==> config.mk <==
export PLATFORM = sky130hd
export DESIGN_NAME = score_keeper
export DESIGN_NICKNAME = d
export VERILOG_FILES = /design/src/rtl/game_pkg.sv /design/src/rtl/seg7_decoder.sv /design/src/rtl/score_keeper.sv
export SDC_FILE = /design/constraint.sdc
export NUM_CORES = 1
export LEC_CHECK = 0
export ABC_AREA = 1
export CAP_MARGIN = 0
export CELL_PAD_IN_SITES_DETAIL_PLACEMENT = 2
export CELL_PAD_IN_SITES_GLOBAL_PLACEMENT = 2
export CORE_MARGIN = 1
export CORE_UTILIZATION = 28
export DETAILED_ROUTE_END_ITERATION = 8
export PLACE_DENSITY_LB_ADDON = 0.2
export SLEW_MARGIN = 30
export SYNTH_ARGS = -nofsm -noshare
export SYNTH_HDL_FRONTEND = slang
export SYNTH_SLANG_ARGS = --single-unit
==> constraint.sdc <==
create_clock -name clk -period 2.3 [get_ports clk]
set_clock_uncertainty 0.2 [all_clocks]
set_input_delay 0.46 -clock clk [delete_from_list [all_inputs] [get_ports clk]]
set_output_delay 0.46 -clock clk [all_outputs]
set_load 0.01 [all_outputs]
==> src/rtl/game_pkg.sv <==
// Shared encodings for the table-game blocks: FSM states, match results and
// the seven-segment glyph for zero.
package game_pkg;

  typedef enum logic [1:0] {
    IDLE    = 2'd0,
    PLAYING = 2'd1,
    OVER    = 2'd2
  } state_e;

  typedef enum logic [1:0] {
    NONE = 2'b00,
    BLUE = 2'b01,
    RED  = 2'b10,
    DRAW = 2'b11
  } winner_e;

  localparam logic [6:0] SEG_ZERO = 7'b1000000;

endpackage : game_pkg

==> src/rtl/seg7_decoder.sv <==
// Combinational hex to seven-segment decoder, active-low, bit order gfedcba.
module seg7_decoder (
  input  logic [3:0] hex_i,
  output logic [6:0] seg_o
);

  always_comb begin
    seg_o = '1;
    unique case (hex_i)
      4'h0: seg_o = 7'b1000000;
      4'h1: seg_o = 7'b1111001;
      4'h2: seg_o = 7'b0100100;
      4'h3: seg_o = 7'b0110000;
      4'h4: seg_o = 7'b0011001;
      4'h5: seg_o = 7'b0010010;
      4'h6: seg_o = 7'b0000010;
      4'h7: seg_o = 7'b1111000;
      4'h8: seg_o = 7'b0000000;
      4'h9: seg_o = 7'b0010000;
      4'hA: seg_o = 7'b0001000;
      4'hB: seg_o = 7'b0000011;
      4'hC: seg_o = 7'b1000110;
      4'hD: seg_o = 7'b0100001;
      4'hE: seg_o = 7'b0000110;
      4'hF: seg_o = 7'b0001110;
      default: seg_o = '1;
    endcase
  end

endmodule : seg7_decoder

==> src/rtl/score_keeper.sv <==
// Match controller: start/goal edge detection, score counting, win/draw detection.
// Optional registered score displays when SCORE_SEVENSEG_EN is defined.
module score_keeper
  import game_pkg::*;
#(
  parameter int WIN_SCORE = 5
) (
  input  logic       clk,
  input  logic       rst,
  input  logic       start_btn,
  input  logic       blue_score_up,
  input  logic       red_score_up,
  output logic       game_initiated,
  output logic       game_over,
  output logic [3:0] blue_score,
  output logic [3:0] red_score,
  output logic [1:0] winner
`ifdef SCORE_SEVENSEG_EN
  ,
  output logic [6:0] blue_seg,
  output logic [6:0] red_seg
`endif
);

  localparam logic [3:0] WIN = 4'(WIN_SCORE);

  state_e     state_q, state_d;
  winner_e    winner_q, winner_d;
  logic [3:0] blue_q, blue_d, red_q, red_d;
  logic       init_q, init_d, over_q, over_d;
  logic       start_prev_q, blue_prev_q, red_prev_q;
  logic       start_edge, blue_ev, red_ev;

  assign start_edge = start_btn & ~start_prev_q;
  assign blue_ev    = blue_score_up ^ blue_prev_q;
  assign red_ev     = red_score_up ^ red_prev_q;

  // Previous-value registers track inputs in every state, reset included,
  // so toggles seen outside PLAYING are consumed rather than deferred.
  always_ff @(posedge clk) begin
    start_prev_q <= start_btn;
    blue_prev_q  <= blue_score_up;
    red_prev_q   <= red_score_up;
    if (rst) begin
      state_q  <= IDLE;
      winner_q <= NONE;
      blue_q   <= '0;
      red_q    <= '0;
      init_q   <= 1'b0;
      over_q   <= 1'b1;
    end else begin
      state_q  <= state_d;
      winner_q <= winner_d;
      blue_q   <= blue_d;
      red_q    <= red_d;
      init_q   <= init_d;
      over_q   <= over_d;
    end
  end

  always_comb begin
    state_d  = state_q;
    winner_d = winner_q;
    blue_d   = blue_q;
    red_d    = red_q;
    init_d   = 1'b0;
    over_d   = over_q;
    unique case (state_q)
      IDLE, OVER: begin
        if (start_edge) begin
          state_d  = PLAYING;
          winner_d = NONE;
          blue_d   = '0;
          red_d    = '0;
          init_d   = 1'b1;
          over_d   = 1'b0;
        end
      end
      PLAYING: begin
        if (blue_ev && blue_q != WIN) blue_d = blue_q + 4'd1;
        if (red_ev && red_q != WIN)   red_d  = red_q + 4'd1;
        if (blue_d == WIN || red_d == WIN) begin
          state_d = OVER;
          over_d  = 1'b1;
          if (blue_d == WIN && red_d == WIN) winner_d = DRAW;
          else if (blue_d == WIN)            winner_d = BLUE;
          else                               winner_d = RED;
        end
      end
      default: begin
        state_d = IDLE;
        over_d  = 1'b1;
      end
    endcase
  end

  assign game_initiated = init_q;
  assign game_over      = over_q;
  assign blue_score     = blue_q;
  assign red_score      = red_q;
  assign winner         = winner_q;

`ifdef SCORE_SEVENSEG_EN
  logic [6:0] blue_seg_d, red_seg_d, blue_seg_q, red_seg_q;

  seg7_decoder u_blue_dec (.hex_i(blue_q), .seg_o(blue_seg_d));
  seg7_decoder u_red_dec  (.hex_i(red_q),  .seg_o(red_seg_d));

  always_ff @(posedge clk) begin
    if (rst) begin
      blue_seg_q <= SEG_ZERO;
      red_seg_q  <= SEG_ZERO;
    end else begin
      blue_seg_q <= blue_seg_d;
      red_seg_q  <= red_seg_d;
    end
  end

  assign blue_seg = blue_seg_q;
  assign red_seg  = red_seg_q;
`endif

endmodule : score_keeper

# Word level (Yosys, flattened, before mapping)
# Index checks and enable logic that the tools add are counted.
# classes
addsub	2
bitwise_logic	5
n_reduce_logical	11
n_eq_ne	8
muxes	19
# ops
cell	n
2-to-1 mux 4 bit	5
case mux 4 bit (2 select lines)	2
2-to-1 mux 2 bit	6
adder 4 x 1 -> 4 bit, second input constant	2
== test 4 x 3 -> 1 bit, second input constant	2
!= test 4 x 3 -> 1 bit, second input constant	2
case mux 2 bit (2 select lines)	2
!= test 2 bit, second input constant	2
AND reduction 2 bit	2
OR reduction 2 bit	2
logical AND 1 bit	3
2-to-1 mux 1 bit	3
AND reduction 3 bit	1
== test 2 x 1 -> 1 bit, second input constant	1
== test 2 bit, second input constant	1
zero test 2 bit	1
inverter 1 bit	2
case mux 1 bit (2 select lines)	1
nonzero test 2 bit	1
XOR 1 bit	2
bitwise AND 1 bit	1
logical OR 1 bit	1
# word_totals
in_bits	5
wordCells	54
register_bits	17

# Logic depth before layout (Yosys ltp)
# Gate-level depths: netlist of run 1.
# logic_depth
ltp_word	9
depth_mapped	13
mapped_depth_nobuf	13

# Worst setup path before layout of run 1
# OpenSTA, ideal clock, no wires.
# synth_timing
kind	register to register
from	reg blue_q[1] (netlist: blue_score[1])
to	reg winner_q[0] (netlist: winner[0])
stages_incl_launch_ff	13
required_time_ps	1969
path_slack_ps	512
n_path_buf	0
arrival_ps	1458
path_cell_list	dfxtp_1 inv_1 ha_1 nand2_1 nor2_1 nor2_1 nand2_1 a21oi_2 nand2_2 nand2_1 nand2_2 nand3_1 a21oi_2
# synth_between
elab_chain_len	9
# synth_lines
element	line_no	source
from (decl)	score_keeper.sv:29	logic [3:0] blue_q, blue_d, red_q, red_d;
from (signal assigned)	score_keeper.sv:54	blue_q <= blue_d;
parallel branches: the longest is 2 deep, another holds adder 4 x 1 -> 4 bit	--	
2-to-1 mux 4 bit (*)	score_keeper.sv:80	if (blue_ev && blue_q != WIN) blue_d = blue_q + 4'd1;
2-to-1 mux 4 bit (*)	score_keeper.sv:68	unique case (state_q)
== test 4 x 3 -> 1 bit (*)	score_keeper.sv:82, score_keeper.sv:85, score_keeper.sv:86	
2-to-1 mux 2 bit or logical AND 1 bit (tied branches)	score_keeper.sv:86, score_keeper.sv:85	
2-to-1 mux 2 bit	score_keeper.sv:85	if (blue_d == WIN && red_d == WIN) winner_d = DRAW;
2-to-1 mux 2 bit	score_keeper.sv:82	if (blue_d == WIN || red_d == WIN) begin
case mux 2 bit (2 select lines)	score_keeper.sv:68	
to (signal assigned)	score_keeper.sv:53	winner_q <= winner_d;
to (decl)	score_keeper.sv:28	winner_e winner_q, winner_d;
# Every way passes the cells marked *. The select of a mux whose other input is x is not followed.
# A chain may end at the register's enable or synchronous reset.

# Worst setup path after layout of run 1
# layout_timing
from	reg red_q[0] (netlist: red_score[0])
to	out red_score[0]
# layout_rtl
element	line_no	source
from (decl)	score_keeper.sv:29	
from (signal assigned)	score_keeper.sv:55	red_q <= red_d;
to (decl)	score_keeper.sv:16	output logic [3:0] red_score,
# No word-level cell between the ends.

==> summary.md, run 1 <==
| Metric | Value |
|---|---|
| WP buf/inv | 1 |
| CP Data Required Time | 1.64 ns |
| Seq/Total Area, Yosys | 0.348 |
| Initial antenna violation count | 0 |
| Hold Path Origin | winner[1] |
| Largest net degree at the start of global routing | 15 |
| Grt ovf | 0 |
| Max Cap Viol | 0 |
| Min Tclk post-route | 2.07 ns |
| Clk root buf | clkbuf_4 |
| Post-cts hold buffer count | 0 |
| Sw frac | 0.313 |
| Final cell count without fillers | 212 |
| Psw | 0.191 mW |
| Yosys cell types | 19 |
| Hold Fails Final Rpt | 0 |
| Setup crit end kind | primary output |
| I/O pins | 17 |
| CTS tree | yes |
| Beginning of the critical path | red_score[0] |
| Achievable Freq | 0.484 GHz |
| Routed wire length | 2690 um |
| Setup Viol. Count Final | 0 |
| Starting DRT DRC Count | 18 |
| CP max stage cell | clkdlybuf4s50_1 |
| Syn Inst Count | 145 |
| Status | finished, final reports clean |
| Synthesis-stage register bit count | 17 |
| Synth Cell Area | 977 um^2 |
| WS Path Type | reg2out |
| Nets | 176 |
| Peak supply drop | 0.192 mV |
| Core Rows | 21 |
| Crit-path max FO | 8 |
| YS warnings | 0 |
| CTS-repair resized insts | 0 |
| Drt pass-1 iters | 4 |
| DR WL/cell | 12.7 um |
| Worst hold path type | reg2reg |
| DR vias/cell | 4.65 |
| Part of the power in combinational logic | 0.209 |
| Crit Reg-Reg Startpoint | red_score[0] |
| P_leak | 0.528 nW |
| H-tree depth | 1 |
| DP Wirelength | 2130 um |
| Die Area | 3730 um^2 |
| Crit-path cells | clkdlybuf4s50_1 |
| Tot GR Track Use | 0.165 |
| Post-CTS setup buffers | 0 |
| Antenna cells | 0 |
| Layout cells sized above 1 | 0.151 |
| Syn nets | 154 |
| Synth Area per Inst | 6.74 um^2 |
| Vias | 986 |
| Slew headroom | 0.606 |
| Clock Latency Late Sink | 0.29 ns |
| PD cells | 495 nW/um^2 |
| Clk network pwr share | 0.271 |
| Pint | 0.420 mW |
| Initial Util | 0.293 |
| Cell family with most CP delay | buffers and inverters |
| Slowest Stage Delay on Critical Path | 0.60 ns |
| Post-placement cell area | 1210 um^2 |
| Gpl congestion | 0.759 |
| Total CTS buffers | 3 |
| Post-Place Cells | 208 |
| Vias in the first global route | 1035 |
| Drt drc | 0 |
| First-pass GRT wire length | 4490 um |
| Worst slew pin tran | 0.590 ns |
| Worst Setup Start Kind | flip-flop |
| Sink Count | 17 |
| Worst path arrival time | 1.41 ns |
| Final Cycle Share | 0.899 |
| Area grow syn2layout | 26.2% |
| DIE WIDTH | 61.1 um |
| Number of port buffers | 16 |
| Design area | 1230 um^2 |
| Fin. max-slew vios | 0 |
| Clock Path Buffers | 2 |
| Core area | 3340 um^2 |
| RSZ-0062 raised after global routing | false |
| Seq pwr share | 0.521 |
| Die height | 61.1 um |
| DRT antenna net count | 0 |
| Clock Pin Slew Worst Setup and Hold Paths | 0.11 ns |
-- final cells by class --
type	count	area [um^2]
Clock buffer	3	22.5
Sequential cell	17	340
Timing Repair Buffer	19	183
Tap cell	46	57.6
Fill cell	421	2100
Clock inverter	1	5.00
Inverter	21	78.8
Multi-Input combinational cell	105	547
-- logic make-up after synthesis --
family | synth area share
and+or+nand+nor | 0.388
adders and majority gates | 0.0512
DFF | 0.348
buffers and inverters | 0.0922
AOI/OAI and AO/OA | 0.120
-- power by group through the flow --
stage	logic, mW	registers, mW	clock network (mW)
floorplan	0.0767	0.327	0
global placement	0.123	0.325	0
detailed placement	0.128	0.326	0
CTS	0.130	0.319	0.177
global route	0.143	0.321	0.193
finish	0.127	0.318	0.165
-- path summary, 6_finish.rpt --
kind	endpoint	slack [ns]	depth (start not counted)
setup / recovery	red_score[0]	0.23	1
hold / removal	winner[1]	0.29	2
setup reg to reg	game_over	0.32	10
hold reg to reg	winner[1]	0.29	2
-- synth_stat cells (all sizes together) --
cell type	instances	area, um^2
inv	21	78.8
nand3b	1	7.51
o21ai	3	22.5
nand2	57	244
nand3	16	90.1
clkbuf	1	3.75
a21oi	16	95.1
nor2	6	25.0
ha	4	50.1
dfxtp	17	340
nand4	2	12.5
buf	1	7.51
-- flip-flops by register name, summed over array words and instances, names as in the netlist --
name	flops
winner	2
start_prev_q	1
game_over	1
red_prev_q	1
game_initiated	1
blue_prev_q	1
blue_score	4
state_q	2
red_score	4
-- placed cells by master, fill, tap and decap left out, drive strengths merged --
| cell type | count |
|---|---|
| a21oi | 16 |
| buf | 3 |
| clkbuf | 3 |
| clkdlybuf4s50 | 16 |
| clkinv | 1 |
| dfxtp | 17 |
| ha | 4 |
| inv | 21 |
| nand2 | 57 |
| nand3 | 16 |
| nand3b | 1 |
| nand4 | 2 |
| nor2 | 6 |
| o21ai | 3 |
-- stage by stage --
stage	power [mW]	hold WS (ns)	TNS [ns]	util	setup slack [ns]
floorplan	0.403	0.267	0	-	0.512
global placement	0.447	0.254	0	0.361	0.0411
detailed placement	0.454	0.257	-0.0423	0.361	-0.0268
CTS	0.626	0.304	0	0.370	0.204
global route	0.657	0.323	0	0.370	0.122
finish	0.611	0.295	0	0.370	0.233
-- metal layers --
metal	vias up	wire [um]	track usage
li1	497	-	-
met1	480	1190	0.187
met2	7	1430	0.309
met3	2	48	0.0210
met4	0	21	0.0682
met5	-	0	0
(Power assumes the default switching activity.)
==> run 2: changes to the inputs <==
- MAX_ROUTING_LAYER: default -> met4
==> run 2 against run 1 <==
  * Critical path depth unchanged
  * Largest cell class unchanged
  * Register-to-register slack hardly changed
  * Design area is the same
  * Global-route usage rose by 0.52 points
  * Critical path type unchanged
  * Worst hold slack barely moved
==> summary.md, run 2 (synthesis results as in run 1) <==
| Metric | Value |
|---|---|
| Status | finished, final reports clean |
| Total CTS buffers | 3 |
| WS Path Type | reg2out |
| Clk root buf | clkbuf_4 |
| Crit Reg-Reg Startpoint | red_score[0] |
| Cell family with most CP delay | buffers and inverters |
| DR vias/cell | 4.65 |
| Fillcell total | 421 |
| Slowest Stage Delay on Critical Path | 0.60 ns |
| Antenna cells | 0 |
| Grt ovf | 0 |
| Crit path to | red_score[0] |
| Commonest cells after routing, fill and taps aside | nand2_1, inv_1, dfxtp_1 |
| PD cells | 495 nW/um^2 |
| Post-CTS setup buffers | 0 |
| CTS-repair resized insts | 0 |
| Vias in the first global route | 1035 |
| Drt drc | 0 |
| Post-cts hold buffer count | 0 |
| DRT antenna net count | 0 |
| DIE WIDTH | 61.1 um |
| Max Cap Viol | 0 |
| Fin. max-slew vios | 0 |
| Die height | 61.1 um |
| Clock Path Buffers | 2 |
| Clock Pin Slew Worst Setup and Hold Paths | 0.11 ns |
| Worst path arrival time | 1.41 ns |
| Pre-CTS setup slack | -0.0268 ns |
| CP Data Required Time | 1.64 ns |
| Crit-path cells | clkdlybuf4s50_1 |
| R2r worst-path depth | 10 |
| Final Cycle Share | 0.899 |
| I/O pins | 17 |
| Worst slew pin tran | 0.590 ns |
| Setup ws final | 0.233 ns |
| Achievable Freq | 0.484 GHz |
| Register-to-register setup slack | 0.32 ns |
| Die Area | 3730 um^2 |
| Setup Viol. Count Final | 0 |
| Initial Util | 0.293 |
| Initial antenna violation count | 0 |
| DR WL/cell | 12.7 um |
| Tot GR Track Use | 0.170 |
| Setup TNS | 0 ns |
| Routed wire length | 2690 um |
| Core area | 3340 um^2 |
| H-tree depth | 1 |
| Hold Fails Final Rpt | 0 |
| Core Rows | 21 |
| Starting DRT DRC Count | 18 |
| WP buf/inv | 1 |
| Clock Latency Late Sink | 0.29 ns |
| CTS tree | yes |
| Sink Count | 17 |
| Critical path depth | 1 |
| Nets | 176 |
| Setup crit end kind | primary output |
| CP max stage cell | clkdlybuf4s50_1 |
| Most common cell after layout, fill and taps aside | nand2_1 |
| First-pass GRT wire length | 4490 um |
| Largest net degree at the start of global routing | 15 |
| Min Tclk post-route | 2.07 ns |
| Vias | 986 |
| Drt pass-1 iters | 4 |
| Peak supply drop | 0.192 mV |
| Gpl congestion | 0.769 |
| Number of port buffers | 16 |
| Layout cells sized above 1 | 0.151 |
| DP Wirelength | 2130 um |
| Min Hold Slack | 0.295 ns |
| R2R Path End | game_over |
| Final core occ | 0.370 |
| Area grow syn2layout | 26.2% |
| Slew headroom | 0.606 |
| RSZ-0062 raised after global routing | false |
| Worst Setup Start Kind | flip-flop |
| P_leak | 0.528 nW |
| Crit-path max FO | 8 |
| Worst hold path type | reg2reg |
| Beginning of the critical path | red_score[0] |
## run 2: cell counts in the layout (fill, tap and decap cells not counted)
Identical to the previous run, type by type.
## run 2: how the worst min path moves through the flow
| stage | endpoint | slack [ns] | start | cells past startpoint |
|---|---|---|---|---|
| 2_1_floorplan | state_q[1] | 0.27 | state_q[1] | 2 |
| 3_3_place_gp | game_over | 0.25 | game_over | 2 |
| 6_report | winner[1] | 0.29 | winner[1] | 2 |
| 5_1_grt | winner[0] | 0.32 | winner[0] | 2 |
| 3_5_place_dp | game_over | 0.26 | game_over | 2 |
| 4_1_cts | winner[1] | 0.30 | winner[1] | 2 |
## run 2: layout make-up
class                           instances  area, um^2  area share
Multi-Input combinational cell        105         547       0.443
Sequential cell                        17         340       0.276
Timing Repair Buffer                   19         183       0.148
Inverter                               21        78.8      0.0639
Tap cell                               46        57.6      0.0467
Clock buffer                            3        22.5      0.0183
Clock inverter                          1        5.00     0.00406
## run 2: worst register-to-register path, cell delays in order, from the launching register on
cell and delay [ns]:
dfxtp_1 0.51, ha_1 0.23, nand3_2 0.11, nand2_4 0.13
nand2_1 0.10, nand2_2 0.09, nor2_2 0.04, nand2_2 0.09
nand3_1 0.11, a21oi_1 0.19, nand2_1 0.09
## run 2: through the flow
| step | cells | instance area [um^2] | total power, mW |
|---|---|---|---|
| after floorplan | 145 | 977 | 0.403 |
| after CTS | 212 | 1230 | 0.626 |
| after global routing | 212 | 1230 | 0.657 |
| final | 212 | 1230 | 0.611 |
| after detailed placement | 208 | 1210 | 0.454 |
| after global placement | 208 | 1210 | 0.447 |
## run 2: per-layer routing
metal / GRT usage / part of all wire / vias up
li1: - / - / 497
met1: 0.189 / 0.45 / 480
met2: 0.309 / 0.53 / 7
met3: 0.0189 / 0.015 / 2
met4: 0.0682 / 0.0078 / 0
met5: - / 0 / -
## run 2: power breakdown
group	switching [mW]	total, mW	internal (mW)
sequential	0.0118	0.318	0.306
combinational	0.0785	0.127	0.0489
clock	0.101	0.165	0.0646
